### config.mk
export PLATFORM = sky130hd
export DESIGN_NAME = telemetry_framer
export DESIGN_NICKNAME = d
export VERILOG_FILES = /design/src/rtl/telemetry_pkg.sv /design/src/rtl/rate_tick.sv /design/src/rtl/telemetry_framer.sv
export SDC_FILE = /design/constraint.sdc
export NUM_CORES = 1
export LEC_CHECK = 0
export ABC_AREA = 1
export BUFFER_PORTS_ARGS = -buffer_cell sky130_fd_sc_hd__buf_2
export CORE_UTILIZATION = 53
export DETAILED_ROUTE_END_ITERATION = 8
export PLACE_DENSITY = 0.84
export SLEW_MARGIN = 40
export SYNTH_ARGS = -nofsm -noshare
export SYNTH_HDL_FRONTEND = slang
export SYNTH_SLANG_ARGS = --single-unit
### constraint.sdc
create_clock -name c50m -period 3.5 [get_ports c50m]
set_clock_uncertainty 0.05 [all_clocks]
set_input_delay 0.525 -clock c50m [delete_from_list [all_inputs] [get_ports c50m]]
set_output_delay 0.525 -clock c50m [all_outputs]
set_load 0.01 [all_outputs]
### src/rtl/telemetry_pkg.sv
`default_nettype none
// ============================================================================
//  Module      : telemetry_pkg
//  Description : Shared types and frame layout constants for the telemetry
//                framer.
//  Revision    : 1.0 - initial release
// ============================================================================
package telemetry_pkg;

  typedef enum logic [1:0] {
    IDLE = 2'd0,
    LOAD = 2'd1,
    SEND = 2'd2
  } frame_state_t;

  localparam int         FRAME_LEN    = 11;
  localparam logic [7:0] PAYLOAD_LEN  = 8'h08;
  localparam logic [7:0] DEFAULT_SYNC = 8'hA5;

  // Byte positions inside a frame
  localparam logic [3:0] IDX_SYNC     = 4'd0;
  localparam logic [3:0] IDX_LEN      = 4'd1;
  localparam logic [3:0] IDX_SPEED    = 4'd2;
  localparam logic [3:0] IDX_HR       = 4'd3;
  localparam logic [3:0] IDX_CAP      = 4'd4;
  localparam logic [3:0] IDX_PITCH_HI = 4'd5;
  localparam logic [3:0] IDX_PITCH_LO = 4'd6;
  localparam logic [3:0] IDX_ASSIST   = 4'd7;
  localparam logic [3:0] IDX_ADC_HI   = 4'd8;
  localparam logic [3:0] IDX_ADC_LO   = 4'd9;
  localparam logic [3:0] IDX_CSUM     = 4'(FRAME_LEN - 1);

endpackage
`default_nettype wire

### src/rtl/rate_tick.sv
`default_nettype none
// ============================================================================
//  Module      : rate_tick
//  Description : Free-running period counter producing a one-cycle tick every
//                PERIOD cycles while enabled; held at zero when disabled.
//  Revision    : 1.0 - initial release
// ============================================================================
module rate_tick #(
  parameter int PERIOD = 100
) (
  input  logic clk,
  input  logic rst,
  input  logic enable,
  output logic tick
);

  localparam int             CW   = (PERIOD > 1) ? $clog2(PERIOD) : 1;
  localparam logic [CW-1:0]  LAST = CW'(PERIOD - 1);

  logic [CW-1:0] count;

  // Count 0..PERIOD-1 while enabled, wrap on the tick, park at zero otherwise
  always_ff @(posedge clk or posedge rst) begin
    if (rst) begin
      count <= '0;
    end else if (!enable) begin
      count <= '0;
    end else if (count == LAST) begin
      count <= '0;
    end else begin
      count <= count + 1'b1;
    end
  end

  assign tick = enable && (count == LAST);

endmodule
`default_nettype wire

### src/rtl/telemetry_framer.sv
`default_nettype none
// ============================================================================
//  Module      : telemetry_framer
//  Description : Periodically snapshots sensor/motor fields and serializes
//                them as an 11-byte checksummed frame over a byte-wide
//                valid/ready handshake toward the UART transmitter.
//  Revision    : 1.0 - initial release
// ============================================================================
module telemetry_framer
  import telemetry_pkg::*;
#(
  parameter int         CLK_HZ    = 50_000_000,
  parameter int         FRAME_HZ  = 10,
  parameter logic [7:0] SYNC_BYTE = DEFAULT_SYNC
) (
  input  logic        c50m,
  input  logic        reset,
  input  logic        enable,
  input  logic [7:0]  speed,
  input  logic [7:0]  heart_rate,
  input  logic [7:0]  heart_cap,
  input  logic [9:0]  pitch,
  input  logic [7:0]  assist,
  input  logic [11:0] adc_phase,
  output logic [7:0]  byte_out,
  output logic        byte_valid,
  input  logic        byte_ready,
  output logic        frame_busy,
  output logic [7:0]  overrun_count
);

  // Frame period in clocks; expected to be at least 64
  localparam int PERIOD = CLK_HZ / FRAME_HZ;

  logic tick;

  rate_tick #(.PERIOD(PERIOD)) u_rate_tick (
    .clk    (c50m),
    .rst    (reset),
    .enable (enable),
    .tick   (tick)
  );

  frame_state_t state;
  logic [3:0]   idx;        // index of the byte currently on byte_out
  logic [7:0]   sum;        // running sum of accepted bytes 1..idx-1
  logic [7:0]   snap_speed, snap_hr, snap_cap, snap_assist;
  logic [9:0]   snap_pitch;
  logic [11:0]  snap_adc;

  logic [3:0]   sel;
  logic [7:0]   sum_next;
  logic [7:0]   mux_byte;

  // Select the next byte to present; the checksum folds in the byte being
  // accepted this cycle so byte 10 is ready right after byte 9 is taken
  always_comb begin
    sum_next = sum;
    if (idx != IDX_SYNC) begin
      sum_next = sum + byte_out;
    end
    sel = (state == SEND) ? (idx + 4'd1) : IDX_SYNC;
    case (sel)
      IDX_SYNC:     mux_byte = SYNC_BYTE;
      IDX_LEN:      mux_byte = PAYLOAD_LEN;
      IDX_SPEED:    mux_byte = snap_speed;
      IDX_HR:       mux_byte = snap_hr;
      IDX_CAP:      mux_byte = snap_cap;
      IDX_PITCH_HI: mux_byte = {6'b0, snap_pitch[9:8]};
      IDX_PITCH_LO: mux_byte = snap_pitch[7:0];
      IDX_ASSIST:   mux_byte = snap_assist;
      IDX_ADC_HI:   mux_byte = {4'b0, snap_adc[11:8]};
      IDX_ADC_LO:   mux_byte = snap_adc[7:0];
      IDX_CSUM:     mux_byte = 8'd0 - sum_next;
      default:      mux_byte = 8'd0;
    endcase
  end

  // Frame FSM: snapshot on tick, present bytes under handshake, count drops
  always_ff @(posedge c50m or posedge reset) begin
    if (reset) begin
      state         <= IDLE;
      idx           <= 4'd0;
      sum           <= 8'd0;
      byte_out      <= 8'd0;
      byte_valid    <= 1'b0;
      frame_busy    <= 1'b0;
      overrun_count <= 8'd0;
      snap_speed    <= 8'd0;
      snap_hr       <= 8'd0;
      snap_cap      <= 8'd0;
      snap_pitch    <= 10'd0;
      snap_assist   <= 8'd0;
      snap_adc      <= 12'd0;
    end else begin
      if (tick && (state != IDLE) && (overrun_count != 8'hFF)) begin
        overrun_count <= overrun_count + 8'd1;
      end
      case (state)
        IDLE: begin
          if (tick) begin
            snap_speed  <= speed;
            snap_hr     <= heart_rate;
            snap_cap    <= heart_cap;
            snap_pitch  <= pitch;
            snap_assist <= assist;
            snap_adc    <= adc_phase;
            sum         <= 8'd0;
            idx         <= 4'd0;
            frame_busy  <= 1'b1;
            state       <= LOAD;
          end
        end
        LOAD: begin
          byte_out   <= mux_byte;
          byte_valid <= 1'b1;
          idx        <= IDX_SYNC;
          state      <= SEND;
        end
        SEND: begin
          if (byte_valid && byte_ready) begin
            sum <= sum_next;
            if (idx == IDX_CSUM) begin
              byte_valid <= 1'b0;
              frame_busy <= 1'b0;
              state      <= IDLE;
            end else begin
              idx      <= idx + 4'd1;
              byte_out <= mux_byte;
            end
          end
        end
        default: state <= IDLE;
      endcase
    end
  end

endmodule
`default_nettype wire

After elaboration in Yosys (flattened, before gate mapping)
Index checks and enable logic that the tools add are counted.
W data, S select, Z words.
{ "totals": {"n_memories": 0, "wordCells": 80, "rom_bits": 0, "latchBits": 0, "ram_bits": 0, "input_bits": 58, "output_inout_bits": 18, "register_bits": 109} }
{ "classes": {"bitwise": 0, "n_div": 0, "n_shift": 0, "order_cmp": 0, "n_reduce_logical": 18, "n_mul": 0, "n_mux": 24, "eq_ne": 19, "addsub": 5} }
{ "op_table": {"columns": ["operator", "n"], "rows": [
  ["$pmux W8 S11", 1],
  ["$mux W23", 2],
  ["$mux W8", 5],
  ["$pmux W8 S2", 2],
  ["$add A23 B1 Y23 const B", 1],
  ["$eq A23 B23 Y1 const B", 1],
  ["$eq A4 B3 Y1 const B", 4],
  ["$eq A4 B4 Y1 const B", 4],
  ["$mux W4", 4],
  ["$pmux W4 S3", 1],
  ["$reduce_and A3 Y1", 4],
  ["$add A8 B1 Y8 const B", 1],
  ["$add A8 B8 Y8", 1],
  ["$eq A4 B2 Y1 const B", 2],
  ["$ne A8 B8 Y1 const B", 1],
  ["$reduce_and A4 Y1", 2],
  ["$sub A1 B8 Y8 const A", 1],
  ["$mux W2", 3],
  ["$pmux W2 S3", 1],
  ["$reduce_bool A2 Y1", 3],
  ["$add A4 B1 Y4 const B", 1],
  ["$eq A4 B1 Y1 const B", 1],
  ["$logic_and A1 B1 Y1", 4],
  ["$logic_not A4 Y1", 1],
  ["other kinds (10)", 15]
]} }

Logic depth before layout (Yosys ltp)
{ "logic_depth": {"word_depth": 7, "depth_mapped": 18, "ltp_nobuf": 18} }

Modules after synthesis
From an unflattened synthesis, not the netlist that was laid out.
{ "unflattened": {"cells_unflattened": 827, "hier_area_um2": 6157.2} }
{ "by_module_without_submodules": {"columns": ["mod", "seq_area_each_um2", "area_each_um2", "cells_per_inst", "n_inst"], "rows": [
  ["telemetry_framer", 2152.1, 4714.5, 626, 1],
  ["rate_tick", 575.6, 1442.6, 201, 1]
]} }

Least setup slack after synthesis
No wires, ideal clock.
{ "synth_path": {"path_type": "flip-flop to flip-flop", "startpoint": "register byte_out[0]", "endpoint": "register byte_out[7]", "setup_ps": 117, "t_arrival_ps": 2018, "path_stages_with_launch": 18, "path_slack_ps": 1315, "path_cell_list": "dfrtp_1 ha_1 inv_1 fa_1 inv_1 nand2_1 nand2_1 nand2_1 nand2_1 nand3_1 nor2_1 nand2_1 nor2_1 nand3_1 nand3_1 nand2_1 nand2_1 nand2_1"} }
{ "synth_via": {"elab_chain_cells": 7} }
{ "synth_lines": {"columns": ["item", "line", "source"], "rows": [
  ["from (decl)", "telemetry_framer.sv:25", "output logic [7:0] byte_out,"],
  ["from (signal assigned)", "telemetry_framer.sv:115", "byte_out <= mux_byte;"],
  ["from (signal assigned)", "telemetry_framer.sv:129", "byte_out <= mux_byte;"],
  ["$add A8 B8 Y8 (*)", "telemetry_framer.sv:60", "sum_next = sum + byte_out;"],
  ["$mux W8 (*)", "telemetry_framer.sv:59", "if (idx != IDX_SYNC) begin"],
  ["$sub A1 B8 Y8 (*)", "telemetry_framer.sv:74", "IDX_CSUM: mux_byte = 8'd0 - sum_next;"],
  ["$pmux W8 S11 (*)", "telemetry_framer.sv:63", "case (sel)"],
  ["$mux W8", "telemetry_framer.sv:123", "if (idx == IDX_CSUM) begin"],
  ["$mux W8", "telemetry_framer.sv:121", "if (byte_valid && byte_ready) begin"],
  ["$pmux W8 S2 (*)", "telemetry_framer.sv:99", "case (state)"]
]} }
Every way passes the cells marked *; elsewhere a longest branch is shown, timed or not. The select of a mux whose other input is x is not followed.
A chain may end at the register's enable or synchronous reset.

Worst setup path in the final report
Same ends and word-level chain as after synthesis.

==> results.md <==
* Initial DRC Count at 363
* Synthesized area per cell at 8.69 µm²
* First-pass GRT wire length at between 20 and 25 mm
* Die height at 107 µm
* Cell area after synthesis at slightly below 6000 µm²
* Period utilization at 74.6%
* Startpoint Class: flip-flop
* Post-DR vias/cell at 5.48
* Worst-Margin Slew at 701 ps
* Chip width at 107 µm
* Top_reg_cell synth: dfrtp_1
* FMAX at roughly 380 MHz
* Worst-path clk slew at around 120 ps
* Aggregate global routing overflow at 0
* Post-route cell area at between 6000 and 7000 µm²
* Flop pwr share at 60.7%
* Worst-path fanout max at 5
* P_leak at 3.30 nW
* Kind of critical path: reg -> reg
* Cts bufs inserted at 9
* Share of layout cells above drive strength 1 at around 20%
* Clock root cell: clkbuf_8
* P&R area growth vs syn at 12.2%
* Clock Tree Buf Depth at 2
* RSZ-0062 raised after global routing: false
* Drt drc at 0
* CTS Sinks at around 110
* Largest net degree at the start of global routing at 73
* H-tree lvl count at 3
* Area after DPL at around 6400 µm²
* Crit end category: flip-flop
* Ant diodes at 0
* Number of post-CTS setup repair buffers at 0
* Later-pin clock latency in the skew report at 380 ps
* CP max stage cell: dfrtp_1
* # setup viols final at 0
* Port Buffers at 75
* Final Wtd Congestion at 0.894
* DRT Pass-1 Iters at 5
* Synth Area in Compound Gates at roughly 6.7%
* Sw power at 546 µW
* Status: finished clean
* Hold crit path type: in -> async
* Post-Synth Adder-Cell Area at under 10%
* Vias in the first global route at roughly 4600
* Final TNS setup at 0 ps
* CP Data Arrival Time at 2860 ps
* Hold_buf cts at 0
* Via Count at 4956
* Total Nets Final at 836
* Sw Ratio at around a quarter
* Initial core utilization at between 50% and 60%
* Post-CTS Resized at 0
* Synth Register Bits at ~110
* Most used cell, CP: nand2_1
* Final hold violation count at 0
* Syn nets at 754
* DR WL/cell at 14.6 µm
* Post-DP HPWL at about 9.9 mm
* Cell count after synthesis at 678
* Ys Warns at 0
* WL final at around 13 mm
* Initial antenna violation count at 0
* Netlist cell types at 36
* Core area at 10800 µm²
* # IOs at between 70 and 80
* Number of flops mapped to enable cells by yosys at 0
* Synth Area in XOR/XNOR at 2.23%
* Simple logic cell fraction of the synthesized area at 24.3%
* Die area at 11500 µm²
* Most common cell after layout, fill and taps aside: nand2_1
* Mux share of post-synthesis cell area at between 10 and 15%
* CTS tree: done
* Power per cell area at 328 nW/µm²
* Antenna Nets Post-Route at 0
* Slew Limit Headroom at 53.2%
* Cell Rows at 38
* Final min period at 2610 ps
* Pins Over Slew Limit at 0
* Fraction of registers with async set/reset at 100%
* Max VDD drop at roughly 0.4 mV
* Overall routing resource usage at 24.7%
* Clock share of power at 34.4%
* P_int at 1.62 mW
* Comb pwr share at 4.9%
* Max stage delay on crit path at 430 ps
* Largest family of logic cells by synthesized area: simple AND/OR/NAND/NOR gates
* Critical Path RT at 3750 ps
* Crit-path cells: ha_1, inv_1, fa_1, inv_1, nand2_1, nand2_1, nand2_1, nand2_1, nand3_1, nor2_1, nand2_1, nor2_1, nand3_1, nand3_1, nand2_1, nand2_1, nand2_1
* Most frequent cells in the layout: nand2_1, dfrtp_1, inv_1
* Seq/Total Area, Yosys at between 40% and 50%
* Max cap viols at 0
-- logic make-up after synthesis --
| kind of cell | after synthesis |
|---|---|
| buffers and inverters | 86 |
| adder cells (fa/ha/maj) | 18 |
| AO/OA/AOI/OAI | 65 |
| XOR/XNOR | 15 |
| AND/OR/NAND/NOR | 331 |
| multiplexers | 54 |
| flip-flops | 109 |
-- sequential cells by signal, indices dropped and copies added (netlist names) --
signal,count
byte_out,8
byte_valid,1
sum,8
snap_speed,8
overrun_count,8
snap_hr,8
state,2
idx,4
u_rate_tick.count,23
snap_assist,8
snap_pitch,10
frame_busy,1
snap_adc,12
snap_cap,8
-- power by group through the flow --
stage	clock, mW	combinational [mW]	sequential, mW
floorplan	0	0.0563	1.33
global placement	0	0.104	1.34
detailed placement	0	0.108	1.34
CTS	0.753	0.109	1.31
global route	0.801	0.120	1.32
finish	0.744	0.106	1.31
-- cell type report --
cell class | count | area (µm²)
fillers | 934 | 4240
multi-input cells | 483 | 2800
flip-flops and latches | 109 | 2730
repair buffers | 78 | 410
inverters | 79 | 302
well taps | 140 | 175
clock buffers | 9 | 124
clock inverters | 7 | 66.3
-- final timing paths --
check | from | to | slack [ps] | depth (start not counted)
max | byte_out[0] | byte_out[7] | 890 | 17
max reg2reg | byte_out[0] | byte_out[7] | 890 | 17
min in group c50m | heart_rate[5] | snap_hr[5] | 300 | 2
min | reset | overrun_count[3] | 180 | 2
max in group asynchronous | reset | snap_adc[0] | 2610 | 3
min reg2reg | u_rate_tick.count[0] | u_rate_tick.count[0] | 430 | 1
-- metrics by stage --
stage          hold slack (ps)  utilization [%]  setup slack [ps]  instances  power (mW)
2_1_floorplan              375                -              51.1        678        1.39
3_3_place_gp               394             59.2               978        889        1.44
3_5_place_dp               394             59.2               984        889        1.45
4_1_cts                    201             60.9               950        905        2.18
5_1_grt                    231             60.9               590        905        2.24
6_report                   184             60.9               890        905        2.17
-- routing by layer --
layer / wire length [µm] / global-route usage [%]
met4: 388 / 11.7
met2: 5860 / 36.6
met5: 0 / 0
met3: 759 / 3.93
met1: 6210 / 35.5
-- critical path: cells and delay by family (launching register included) --
family        cells  cell delay, ps
simple gates     13            1280
buf+inv           2             150
fa+ha+maj         2             610
flops             1             430
-- synth_stat cells (5+ instances only) --
library cell  number  area (µm²)
nand2_1          169         634
dfrtp_1          109        2730
inv_1             77         289
nor2_1            66         248
mux2_2            49         552
nand3_1           45         225
a21oi_1           22         110
o21ai_0           21         105
nor3_1            20         100
ha_1              17         213
xor2_1            13         114
nand4_1           11        68.8
a22o_1             8        70.1
nor4_1             6        37.5
buf_6              5        56.3
mux2_1             5        56.3
o31ai_1            5        37.5
(Power assumes the default switching activity.)
